File: config.mk
export PLATFORM = sky130hd
export DESIGN_NAME = vram_arbiter
export DESIGN_NICKNAME = d
export VERILOG_FILES = /design/src/rtl/vram_pkg.sv /design/src/rtl/vram_wr_fifo.sv /design/src/rtl/vram_arbiter.sv
export SDC_FILE = /design/constraint.sdc
export NUM_CORES = 1
export LEC_CHECK = 0
export ABC_AREA = 1
export CORE_MARGIN = 2
export CORE_UTILIZATION = 59
export CTS_CLUSTER_DIAMETER = 60
export DETAILED_ROUTE_END_ITERATION = 6
export GPL_TIMING_DRIVEN = 0
export PLACE_DENSITY = 0.85
export SLEW_MARGIN = 20
export SYNTH_ARGS = -nofsm -noshare
export SYNTH_HDL_FRONTEND = slang
export SYNTH_SLANG_ARGS = --single-unit
File: constraint.sdc
create_clock -name i_pix_clk -period 4.1 [get_ports i_pix_clk]
set_input_delay 1.025 -clock i_pix_clk [delete_from_list [all_inputs] [get_ports i_pix_clk]]
set_output_delay 1.025 -clock i_pix_clk [all_outputs]
set_load 0.02 [all_outputs]
File: src/rtl/vram_pkg.sv
// vram_pkg: shared types and defaults for the VRAM arbiter
package vram_pkg;
   typedef enum logic {CLR_IDLE, CLR_RUN} clear_state_t;
   typedef enum logic [1:0] {SLOT_NONE, SLOT_RD, SLOT_CLR, SLOT_WR} slot_t;
   localparam int DEF_CELLS = 2400;
endpackage

File: src/rtl/vram_wr_fifo.sv
// vram_wr_fifo: host write queue, pointer pair with wrap bit for full/empty
module vram_wr_fifo #(
   parameter int DEPTH = 4,
   parameter int WIDTH = 20
) (
   input  logic             clk,
   input  logic             rst_n,
   input  logic             push,
   input  logic [WIDTH-1:0] din,
   input  logic             pop,
   output logic [WIDTH-1:0] dout,
   output logic             full,
   output logic             empty
);
   localparam int AW = $clog2(DEPTH);
   logic [WIDTH-1:0] mem_q [DEPTH];
   logic [AW:0] wp_q, wp_d, rp_q, rp_d;
   assign full  = (wp_q[AW] != rp_q[AW]) && (wp_q[AW-1:0] == rp_q[AW-1:0]);
   assign empty = wp_q == rp_q;
   assign dout  = mem_q[rp_q[AW-1:0]];
   always_comb begin
      wp_d = wp_q + (AW+1)'(push && !full);
      rp_d = rp_q + (AW+1)'(pop && !empty);
   end
   always_ff @(posedge clk or negedge rst_n)
      if (!rst_n) begin
         wp_q <= '0;
         rp_q <= '0;
      end else begin
         wp_q <= wp_d;
         rp_q <= rp_d;
      end
   always_ff @(posedge clk)
      if (push && !full) mem_q[wp_q[AW-1:0]] <= din;
endmodule

File: src/rtl/vram_arbiter.sv
// vram_arbiter: one RAM port shared by renderer reads, screen clear and queued host writes
module vram_arbiter import vram_pkg::*; #(
   parameter int ADDR_W     = 12,
   parameter int DATA_W     = 8,
   parameter int CELLS      = DEF_CELLS,
   parameter int FIFO_DEPTH = 4
) (
   input  logic              i_pix_clk,
   input  logic              i_reset_n,
   input  logic              i_rd_req,
   input  logic [ADDR_W-1:0] i_rd_addr,
   output logic [DATA_W-1:0] o_rd_data,
   output logic              o_rd_valid,
   input  logic              i_wr_valid,
   output logic              o_wr_ready,
   input  logic [ADDR_W-1:0] i_wr_addr,
   input  logic [DATA_W-1:0] i_wr_data,
   input  logic              i_clear_start,
   input  logic [DATA_W-1:0] i_clear_data,
   output logic              o_clear_busy,
   output logic [ADDR_W-1:0] o_mem_addr,
   output logic [DATA_W-1:0] o_mem_wdata,
   output logic              o_mem_we,
   input  logic [DATA_W-1:0] i_mem_rdata
);
   clear_state_t st_q, st_d;
   slot_t slot;
   logic [ADDR_W:0] caddr_q, caddr_d;
   logic [DATA_W-1:0] fill_q, fill_d, rd_data_q, rd_data_d, wdata_q, wdata_d;
   logic [ADDR_W-1:0] addr_q, addr_d;
   logic we_d, we_q, rd_pend_q, rd_valid_q, live_q;
   logic full, empty;
   logic [ADDR_W+DATA_W-1:0] f_dout;
   // ready stays low until the first edge after reset release
   assign o_wr_ready   = live_q && !full;
   assign o_clear_busy = st_q == CLR_RUN;
   assign o_rd_data    = rd_data_q;
   assign o_rd_valid   = rd_valid_q;
   assign o_mem_addr   = addr_q;
   assign o_mem_wdata  = wdata_q;
   assign o_mem_we     = we_q;
   vram_wr_fifo #(.DEPTH(FIFO_DEPTH), .WIDTH(ADDR_W+DATA_W)) u_fifo (
      .clk(i_pix_clk), .rst_n(i_reset_n),
      .push(i_wr_valid && o_wr_ready), .din({i_wr_addr, i_wr_data}),
      .pop(slot == SLOT_WR), .dout(f_dout), .full(full), .empty(empty)
   );
   always_comb begin
      slot = i_rd_req ? SLOT_RD : st_q == CLR_RUN ? SLOT_CLR : !empty ? SLOT_WR : SLOT_NONE;
      addr_d = slot == SLOT_RD ? i_rd_addr : slot == SLOT_CLR ? caddr_q[ADDR_W-1:0] :
               slot == SLOT_WR ? f_dout[ADDR_W+DATA_W-1:DATA_W] : addr_q;
      wdata_d = slot == SLOT_CLR ? fill_q : slot == SLOT_WR ? f_dout[DATA_W-1:0] : wdata_q;
      we_d = slot == SLOT_CLR || slot == SLOT_WR;
      caddr_d = st_q == CLR_IDLE ? '0 : caddr_q + (ADDR_W+1)'(slot == SLOT_CLR);
      st_d = st_q == CLR_IDLE ? (i_clear_start ? CLR_RUN : CLR_IDLE) :
             (slot == SLOT_CLR && caddr_q == (ADDR_W+1)'(CELLS-1)) ? CLR_IDLE : CLR_RUN;
      fill_d = (st_q == CLR_IDLE && i_clear_start) ? i_clear_data : fill_q;
      rd_data_d = rd_pend_q ? i_mem_rdata : rd_data_q;
   end
   always_ff @(posedge i_pix_clk or negedge i_reset_n)
      if (!i_reset_n) begin
         st_q       <= CLR_IDLE;
         caddr_q    <= '0;
         fill_q     <= '0;
         rd_data_q  <= '0;
         wdata_q    <= '0;
         addr_q     <= '0;
         we_q       <= 1'b0;
         rd_pend_q  <= 1'b0;
         rd_valid_q <= 1'b0;
         live_q     <= 1'b0;
      end else begin
         st_q       <= st_d;
         caddr_q    <= caddr_d;
         fill_q     <= fill_d;
         rd_data_q  <= rd_data_d;
         wdata_q    <= wdata_d;
         addr_q     <= addr_d;
         we_q       <= we_d;
         rd_pend_q  <= slot == SLOT_RD;
         rd_valid_q <= rd_pend_q;
         live_q     <= 1'b1;
      end
endmodule

## After elaboration in Yosys (flattened, before gate mapping)

Memory sizes are Yosys's and may differ from the RTL's.
Cells that the tools add are included.

| word-level totals | value |
|---|---|
| register bits after elaboration | 60 |
| bits in writable memories | 80 |
| bits of input ports | 53 |
| output and inout bits | 32 |
| logic and storage cells | 50 |
| memories | 1 |

Memory list:

| name | depth | bits a word | rd ports | clocked after Yosys merged registers in | wr ports | line | text |
|---|---|---|---|---|---|---|---|
| u_fifo.mem_q | 4 | 20 | 1 | 0 | 1 | vram_wr_fifo.sv:16 | `logic [WIDTH-1:0] mem_q [DEPTH];` |

| cells by class | value |
|---|---|
| add/sub/neg operators | 3 |
| equality and inequality tests | 7 |
| multiplexer cells | 14 |
| bitwise logic cells | 1 |
| reduce and logical (&&, ||, !) cells | 12 |

Operators by type and width:

| kind | number |
|---|---|
| $mux W12 | 3 |
| $mux W8 | 2 |
| $add A13 B1 Y13 | 1 |
| $eq A13 B12 Y1 const B | 1 |
| $mux W13 | 1 |
| $logic_and A1 B1 Y1 | 7 |
| $add A3 B1 Y3 | 2 |
| $mux W2 | 3 |
| $mux W1 | 5 |
| $eq A2 B2 Y1 const B | 2 |
| $eq A3 B3 Y1 | 1 |
| $reduce_bool A3 Y1 | 1 |
| $eq A2 B1 Y1 const B | 1 |
| $eq A2 B2 Y1 | 1 |
| $logic_not A1 Y1 | 2 |
| $reduce_bool A2 Y1 | 1 |
| $logic_or A1 B1 Y1 | 1 |
| $ne A1 B1 Y1 | 1 |
| $not A1 Y1 | 1 |

## Depth between registers and ports, before layout

Gate-level depths: netlist of the first run.

| depth | value |
|---|---|
| depth after elaboration | 8 |
| mapped depth | 12 |
| depth with buffers taken out | 11 |

## By module

From an unflattened synthesis of the first run, not the netlist that was laid out.

| unflattened totals | value |
|---|---|
| cell total of the unflattened synthesis | 488 |
| area total of the unflattened synthesis | 5748.0 um2 |

Modules (own cells, without submodules):

| module | instances | cells an instance | area an instance (um2) | seq. area each (um2) |
|---|---|---|---|---|
| vram_wr_fifo | 1 | 234 | 3320.7 | 2552.4 |
| vram_arbiter | 1 | 254 | 2427.3 | 1351.3 |

## Least setup slack after synthesis of the first run

No wires, ideal clock.

| path | value |
|---|---|
| kind | input port to flip-flop |
| start point | input port i_wr_valid |
| end point | memory u_fifo.mem_q[0][0] (enable) |
| library setup time | 0.397 ns |
| arrival time | 2.048 ns |
| required time | 3.703 ns |
| slack | 1.655 ns |
| stages | 2 |
| buffers on the path | 0 |
| cells stage by stage | nand3_1 > nor2_1 |

| on the way | value |
|---|---|
| word-level cells in the longest chain between the ends | 4 |

RTL lines:

| item | line | text |
|---|---|---|
| start: declaration | vram_arbiter.sv:14 | `input logic i_wr_valid,` |
| $logic_and A1 B1 Y1 | vram_arbiter.sv:44 | `.push(i_wr_valid && o_wr_ready), .din({i_wr_addr, i_wr_data}),` |
| $logic_and A1 B1 Y1 | vram_wr_fifo.sv:34 | `if (push && !full) mem_q[wp_q[AW-1:0]] <= din;` |
| $mux W1 | vram_wr_fifo.sv:34 |  |
| $mux W1 (implied by the code) | vram_wr_fifo.sv:34 |  |
| end: declaration | vram_wr_fifo.sv:16 |  |

Every way passes these cells.

## Worst setup path in the final report of the first run

| path | value |
|---|---|
| start point | register u_fifo.rp_q[0] |
| end point | output port o_wr_ready |

| on the way | value |
|---|---|
| word-level cells in the longest chain between the ends | 4 |

RTL lines:

| item | line | text |
|---|---|---|
| start: declaration | vram_wr_fifo.sv:17 | `logic [AW:0] wp_q, wp_d, rp_q, rp_d;` |
| start signal: assignment | vram_wr_fifo.sv:31 | `rp_q <= rp_d;` |
| $eq A2 B2 Y1 | vram_wr_fifo.sv:18 | `assign full = (wp_q[AW] != rp_q[AW]) && (wp_q[AW-1:0] == rp_q[AW-1:0]);` |
| $logic_and A1 B1 Y1 | vram_wr_fifo.sv:18 |  |
| $logic_not A1 Y1 | vram_arbiter.sv:35 | `assign o_wr_ready = live_q && !full;` |
| $logic_and A1 B1 Y1 | vram_arbiter.sv:35 |  |
| end: declaration | vram_arbiter.sv:15 | `output logic o_wr_ready,` |

Every way passes these cells.

==> results.py, run 1 <==
metrics = {
    "routing": {
        "drc": 0,
        "first_iter_violations": 350,
        "wl_per_cell_um": 16.2,
        "viasPerCell": 5.35,
        "routed_wl_mm": 14.2,
        "drtPass1Iterations": 5,
        "ant_nets": 0,
        "vias": 4716,
    },
    "floorplan": {
        "row_count": 37,
        "ioPinCount": 85,
        "die_w_um": 106,
        "fp.dieH_um": 106,
        "die_area_um2": 11200,
        "start_util": 0.601,
        "core_area_um2": 10200,
    },
    "final_layout": {
        "layout-area-overhead-vs-synth_pct": 26.9,
        "fin_cells": 882,
        "final_nets": 792,
        "layout-drive-gt1-share": 0.105,
        "antenna_cells": 0,
        "final_cell_mix": "nand2_1 (236), clkdlybuf4s50_1 (83), edfxtp_1 (80)",
        "n_fill_cell": 666,
        "layout.cells.most_common": "nand2_1",
        "utilization": 0.763,
    },
    "worst_setup_path": {
        "cp.buffers_inverters": 3,
        "r2r_cells": 12,
        "cp.depth": 6,
        "path_class": "reg2out",
        "worst_path_largest_cell_delay_ns": 0.53,
        "crit_arrival_ns": 2.19,
        "crit_path_start_kind": "flop",
        "r2r-start": "o_clear_busy",
        "end_kind": "primary output",
        "crit_family": "buffers and inverters",
        "ff2ff_setup_slack_ns": 1.79,
        "cp.required_ns": 3.07,
        "cp_slowest_cell": "clkdlybuf4s50_1",
        "r2r-end": "caddr_q[10]",
        "cp_cell_sequence": "buf_4, xnor2_2, nand4_1, nand2_1, inv_1, clkdlybuf4s50_1",
        "cp_max_fo": 6,
    },
    "clock_network": {
        "cts.sinks": 140,
        "cts.hold.buffers_added": 0,
        "clk_latency_ns": 0.53,
        "clk_pin_slew_worst_paths_ns": 0.06,
        "cts_buffer_depth": 2,
        "cts.repair.resized": 0,
        "cts_max_level": 4,
        "clock-root-buffer": "clkbuf_8",
        "cts_tree": "yes",
        "cts_setup_buffers": 0,
        "numCtsBuffers": 17,
    },
    "power_and_ir_drop": {
        "netSwitchingPower_w": 0.00158,
        "pwr-share-comb": 0.295,
        "ir_worst_vdd_v": 0.000410,
        "switching_share": 0.337,
        "p_clk_frac": 0.302,
        "p_seq_frac": 0.403,
        "leakagePower_nw": 3.52,
        "p_int_w": 0.00310,
        "powerDensity_nw_per_um2": 603,
    },
    "job": {
        "cap_violations": 0,
    },
    "grt": {
        "grt_pass1_wl_mm": 23.0,
        "grt_max_degree": 34,
        "use_met3": 0.0557,
        "grt_use_total": 0.270,
        "use_met1": 0.332,
        "grt_busiest_layer": "met2",
        "use_met2": 0.447,
        "overflow": 0,
        "grt_pass1_vias": 4806,
        "antenna_found_initial": 0,
    },
    "placement": {
        "io_buffers": 84,
        "dp_cells": 850,
        "place_hpwl_mm": 9.64,
        "routabilityCongestion": 0.894,
    },
    "sta": {
        "drv_slew": 0,
        "finalClockSkew_ns": 0.00916,
        "period_needed_ns": 3.21,
        "fin_crit_sh": 0.784,
        "setup_viol": 0,
        "hold_violations": 0,
        "worst_slew_margin_rel": 0.549,
        "tightest_slew_ns": 0.676,
        "final.setup.tns_ns": 0,
        "fmax_mhz": 311,
        "rsz0062_at_grt": "no",
    },
    "hold_path": {
        "whs_endpoint": "o_rd_valid",
        "hp-start": "rd_pend_q",
        "worstHoldPathCells": 0,
        "hp-class": "reg2reg",
    },
    "synth": {
        "netlist.area_leader.share": 0.393,
        "syn_inst": 626,
        "yosys_warnings": 0,
        "synth_fp_nets": 685,
        "synth.yosys.seq_area_share": 0.638,
        "ys_ff_latch": 140,
        "yosysUniqueCellTypes": 28,
        "syn_area_per_cell_um2": 9.78,
        "yosys.area.top_type": "edfxtp_1",
        "yosys-top-cells-area": "edfxtp_1 (39%), dfrtp_1 (25%), nand2_1 (14%)",
        "synth_area_um2": 6120,
    },
    "outcome": {
        "status": "complete, no violations",
    },
}
-- cells in the mapped netlist --
library cell,count
buf_2,10
edfxtp_1,80
nand4_1,7
nand3_1,62
buf_1,1
xnor2_1,1
a21oi_1,4
dfrtp_1,60
nand3b_1,1
o21ai_1,3
buf_4,3
inv_2,3
buf_6,2
nor2_2,2
nand2_2,1
nand2_1,236
nand4_2,1
nor3_1,5
inv_1,77
o21ai_0,12
ha_1,6
clkbuf_1,8
xnor2_2,1
nor2_1,20
nand2_4,1
mux2_2,16
xor2_1,2
conb_1,1
-- registers in the layout, summed over array words and instances (netlist names) --
name,flops
u_fifo.mem_q,80
caddr_q,13
o_mem_addr,12
fill_q,8
o_mem_wdata,8
o_rd_data,8
u_fifo.rp_q,3
u_fifo.wp_q,3
live_q,1
o_clear_busy,1
o_mem_we,1
o_rd_valid,1
rd_pend_q,1
-- routing by layer --
layer	up-vias	wire, um
met5	-	0
met4	0	470
met3	40	951
met2	211	7240
met1	2247	5580
li1	2218	-
-- cell type report --
class | instances | area [um^2] | share of cell area
inverters | 80 | 300 | 0.0387
flip-flops and latches | 140 | 3900 | 0.503
well taps | 136 | 170 | 0.0219
repair buffers | 88 | 903 | 0.116
plain buffers | 24 | 129 | 0.0166
multi-input cells | 382 | 1800 | 0.232
clock buffers | 24 | 503 | 0.0648
clock inverters | 8 | 55.1 | 0.00709
-- worst reg2reg max path, cell delays in order (launching register included) --
cell and delay (ns):
dfrtp_1 0.47, inv_2 0.11, nor2_2 0.12, buf_2 0.25, ha_1 0.26, ha_1 0.22
nand3_1 0.11, inv_1 0.14, nand3_1 0.13, nor2_1 0.22, nand2_1 0.08, nand2_1 0.07
nor2_1 0.05
-- stage by stage --
step	power [W]	instance area, um^2	setup WS [ns]	hold WS (ns)
after floorplan	0.00271	6120	1.66	0.352
after global placement	0.00316	7130	0.156	0.354
after detailed placement	0.00325	7210	0.691	0.364
after CTS	0.00468	7770	0.902	0.378
after global routing	0.00491	7770	0.798	0.403
final	0.00468	7770	0.886	0.371
-- logic make-up (layout without fill, tap and decap cells) --
logic type,count (synthesis),after routing,synth area share
mux,16,16,0.0294
other cells,1,1,0.000613
xor+xnor,4,4,0.00695
flops,140,140,0.638
fa+ha+maj,6,6,0.0123
compound gates,19,19,0.0155
buf+inv,104,224,0.0701
simple gates,336,336,0.227
-- how the worst max path moves through the flow --
stage	end	start
finish	o_wr_ready	u_fifo.rp_q[0]
global route	o_wr_ready	u_fifo.rp_q[0]
CTS	o_wr_ready	u_fifo.rp_q[0]
detailed placement	caddr_q[10]	i_rd_req
global placement	fill_q[4]	i_reset_n
floorplan	u_fifo.mem_q[0][0]	i_wr_valid
-- power by group through the flow --
stage	registers, W	clock network, W	logic, W
finish	0.00189	0.00141	0.00138
global route	0.00191	0.00148	0.00152
CTS	0.00188	0.00142	0.00137
detailed placement	0.00191	0	0.00135
global placement	0.00190	0	0.00126
floorplan	0.00196	0	0.000751
(Power assumes the default switching activity.)
==> run 2, diff against run 1 <==
Settings changed: CORE_UTILIZATION 59 to 55, PLACE_DENSITY 0.85 to 0.8.
Clock period 4.1 ns to 3.3 ns, I/O delays scaled along.
==> run 2 against run 1 <==
  * Utilization shrank 4.4 points
  * Critical path type unchanged
  * Critical path depth unchanged
  * Routed wire length shrank 4.0%
  * Sequential power up 24%
  * Sequential share of layout area shrank 0.12 points
  * Non-clock buffer count down 3
  * Global-route usage shrank 3.1 points
  * Critical endpoint unchanged
  * Final cell count increased by 0.11%
  * Flip-flop and latch count stayed put
  * Register-to-register slack got worse by 0.79 ns
==> results.py, run 2 (synthesis gave the netlist of run 1 again) <==
metrics = {
    "final_layout": {
        "area.sequential_um2": 3900,
        "utilization": 0.718,
        "largest_reg_flops": 80,
        "layout.cells.most_common": "nand2_1",
        "antenna_cells": 0,
        "n_fill_cell": 740,
        "layout-area-overhead-vs-synth_pct": 27.2,
        "fin_cells": 883,
        "final_cell_mix": "nand2_1 (236), clkdlybuf4s50_1 (83), edfxtp_1 (80)",
        "multiInputGateArea_um2": 1820,
        "final_nets": 789,
        "layout-drive-gt1-share": 0.0983,
    },
    "sta": {
        "finalWorstSetupSlack_ns": 0.333,
        "finalClockSkew_ns": 0.00673,
        "drv_slew": 0,
        "setup_viol": 0,
        "tightest_slew_ns": 0.722,
        "worst_slew_margin_rel": 0.517,
        "rsz0062_at_grt": "no",
        "fin_crit_sh": 0.899,
        "hold_violations": 0,
        "final.setup.tns_ns": 0,
        "fmax_mhz": 337,
        "period_needed_ns": 2.97,
    },
    "clock_network": {
        "cts_setup_buffers": 0,
        "cts_tree": "yes",
        "clock-root-buffer": "clkbuf_8",
        "cts.repair.resized": 0,
        "cts_max_level": 4,
        "cts.hold.buffers_added": 0,
        "cts_buffer_depth": 2,
        "clk_pin_slew_worst_paths_ns": 0.06,
        "numCtsBuffers": 17,
        "clk_latency_ns": 0.52,
        "cts.sinks": 140,
    },
    "floorplan": {
        "die_area_um2": 12000,
        "core_area_um2": 10800,
        "row_count": 38,
        "ioPinCount": 85,
        "start_util": 0.565,
        "fp.dieH_um": 109,
        "die_w_um": 109,
    },
    "job": {
        "cap_violations": 0,
    },
    "worst_setup_path": {
        "cp_cell_sequence": "buf_4, xnor2_2, nand4_1, nand2_1, inv_1, clkdlybuf4s50_1",
        "crit_path_start_kind": "flop",
        "end_kind": "primary output",
        "path_class": "reg2out",
        "crit_family": "buffers and inverters",
        "crit_arrival_ns": 2.14,
        "cp_slowest_cell": "clkdlybuf4s50_1",
        "ff2ff_setup_slack_ns": 1.00,
        "cp.required_ns": 2.47,
        "worst_path_largest_cell_delay_ns": 0.53,
        "cp.buffers_inverters": 3,
        "cp.depth": 6,
        "cp_max_fo": 6,
        "r2r-end": "u_fifo.mem_q[3][8]",
        "r2r_cells": 5,
        "r2r-start": "u_fifo.rp_q[0]",
    },
    "outcome": {
        "status": "complete, no violations",
    },
    "grt": {
        "use_met3": 0.0682,
        "grt_use_total": 0.239,
        "antenna_found_initial": 0,
        "grt_busiest_layer": "met2",
        "overflow": 0,
        "grt_max_degree": 61,
        "grt_pass1_vias": 4704,
        "use_met2": 0.411,
        "grt_pass1_wl_mm": 21.4,
        "use_met1": 0.273,
    },
    "routing": {
        "vias": 4640,
        "drtPass1Iterations": 5,
        "wl_per_cell_um": 15.5,
        "drc": 0,
        "ant_nets": 0,
        "first_iter_violations": 317,
        "viasPerCell": 5.25,
        "routed_wl_mm": 13.7,
    },
    "power_and_ir_drop": {
        "leakagePower_nw": 3.51,
        "powerDensity_nw_per_um2": 762,
        "p_total_w": 0.00593,
        "ir_worst_vdd_v": 0.000451,
    },
    "placement": {
        "place_worst_setup_slack_ns": 0.192,
        "place_hpwl_mm": 8.94,
        "routabilityCongestion": 0.930,
        "dp_cells": 851,
        "io_buffers": 84,
    },
    "hold_path": {
        "hp-class": "in2async",
    },
}
-- run 2: cell count changes in the layout (fill, tap and decap cells not counted), sizes merged --
cell      previous run  this run
clkbuf              32        26
bufinv               0         4
buf                 21        18
clkinvlp             1         3
clkinv               6         7
inv                 81        80
-- run 2: area by class of cell --
class	count	area share
Clock inverter	14	0.0227
Multi-Input combinational cell	382	0.233
Inverter	80	0.0386
Sequential cell	140	0.501
Buffer	24	0.0166
Clock buffer	18	0.0537
Tap cell	140	0.0225
Timing Repair Buffer	85	0.111
-- run 2: how the worst max path moves through the flow --
stage	start	end	slack, ns
2_1_floorplan	i_wr_valid	u_fifo.mem_q[0][0]	1.06
6_report	u_fifo.rp_q[0]	o_wr_ready	0.33
3_5_place_dp	i_rd_req	caddr_q[8]	0.19
5_1_grt	u_fifo.rp_q[0]	o_wr_ready	0.24
4_1_cts	u_fifo.rp_q[0]	o_wr_ready	0.34
3_3_place_gp	i_reset_n	fill_q[2]	-0.42
-- run 2: power breakdown --
part | leakage [nW] | switching (W) | total (W) | internal (W)
logic | 1.76 | 0.00106 | 0.00169 | 0.000627
clock network | 0.281 | 0.000694 | 0.00191 | 0.00121
registers | 1.47 | 0.000172 | 0.00234 | 0.00217
total | 3.51 | 0.00193 | 0.00593 | 0.00401
-- run 2: per-layer routing --
metal	part of all wire	wire, um
met1	0.39	5390
met2	0.50	6880
met3	0.083	1140
met4	0.020	273
met5	0	0
-- run 2: per-stage QoR --
stage	hold slack (ns)	cell area [um^2]
final	0.295	7780
after global routing	0.294	7780
after CTS	0.282	7780
after detailed placement	0.363	7190
after global placement	0.356	7140
after floorplan	0.352	6120
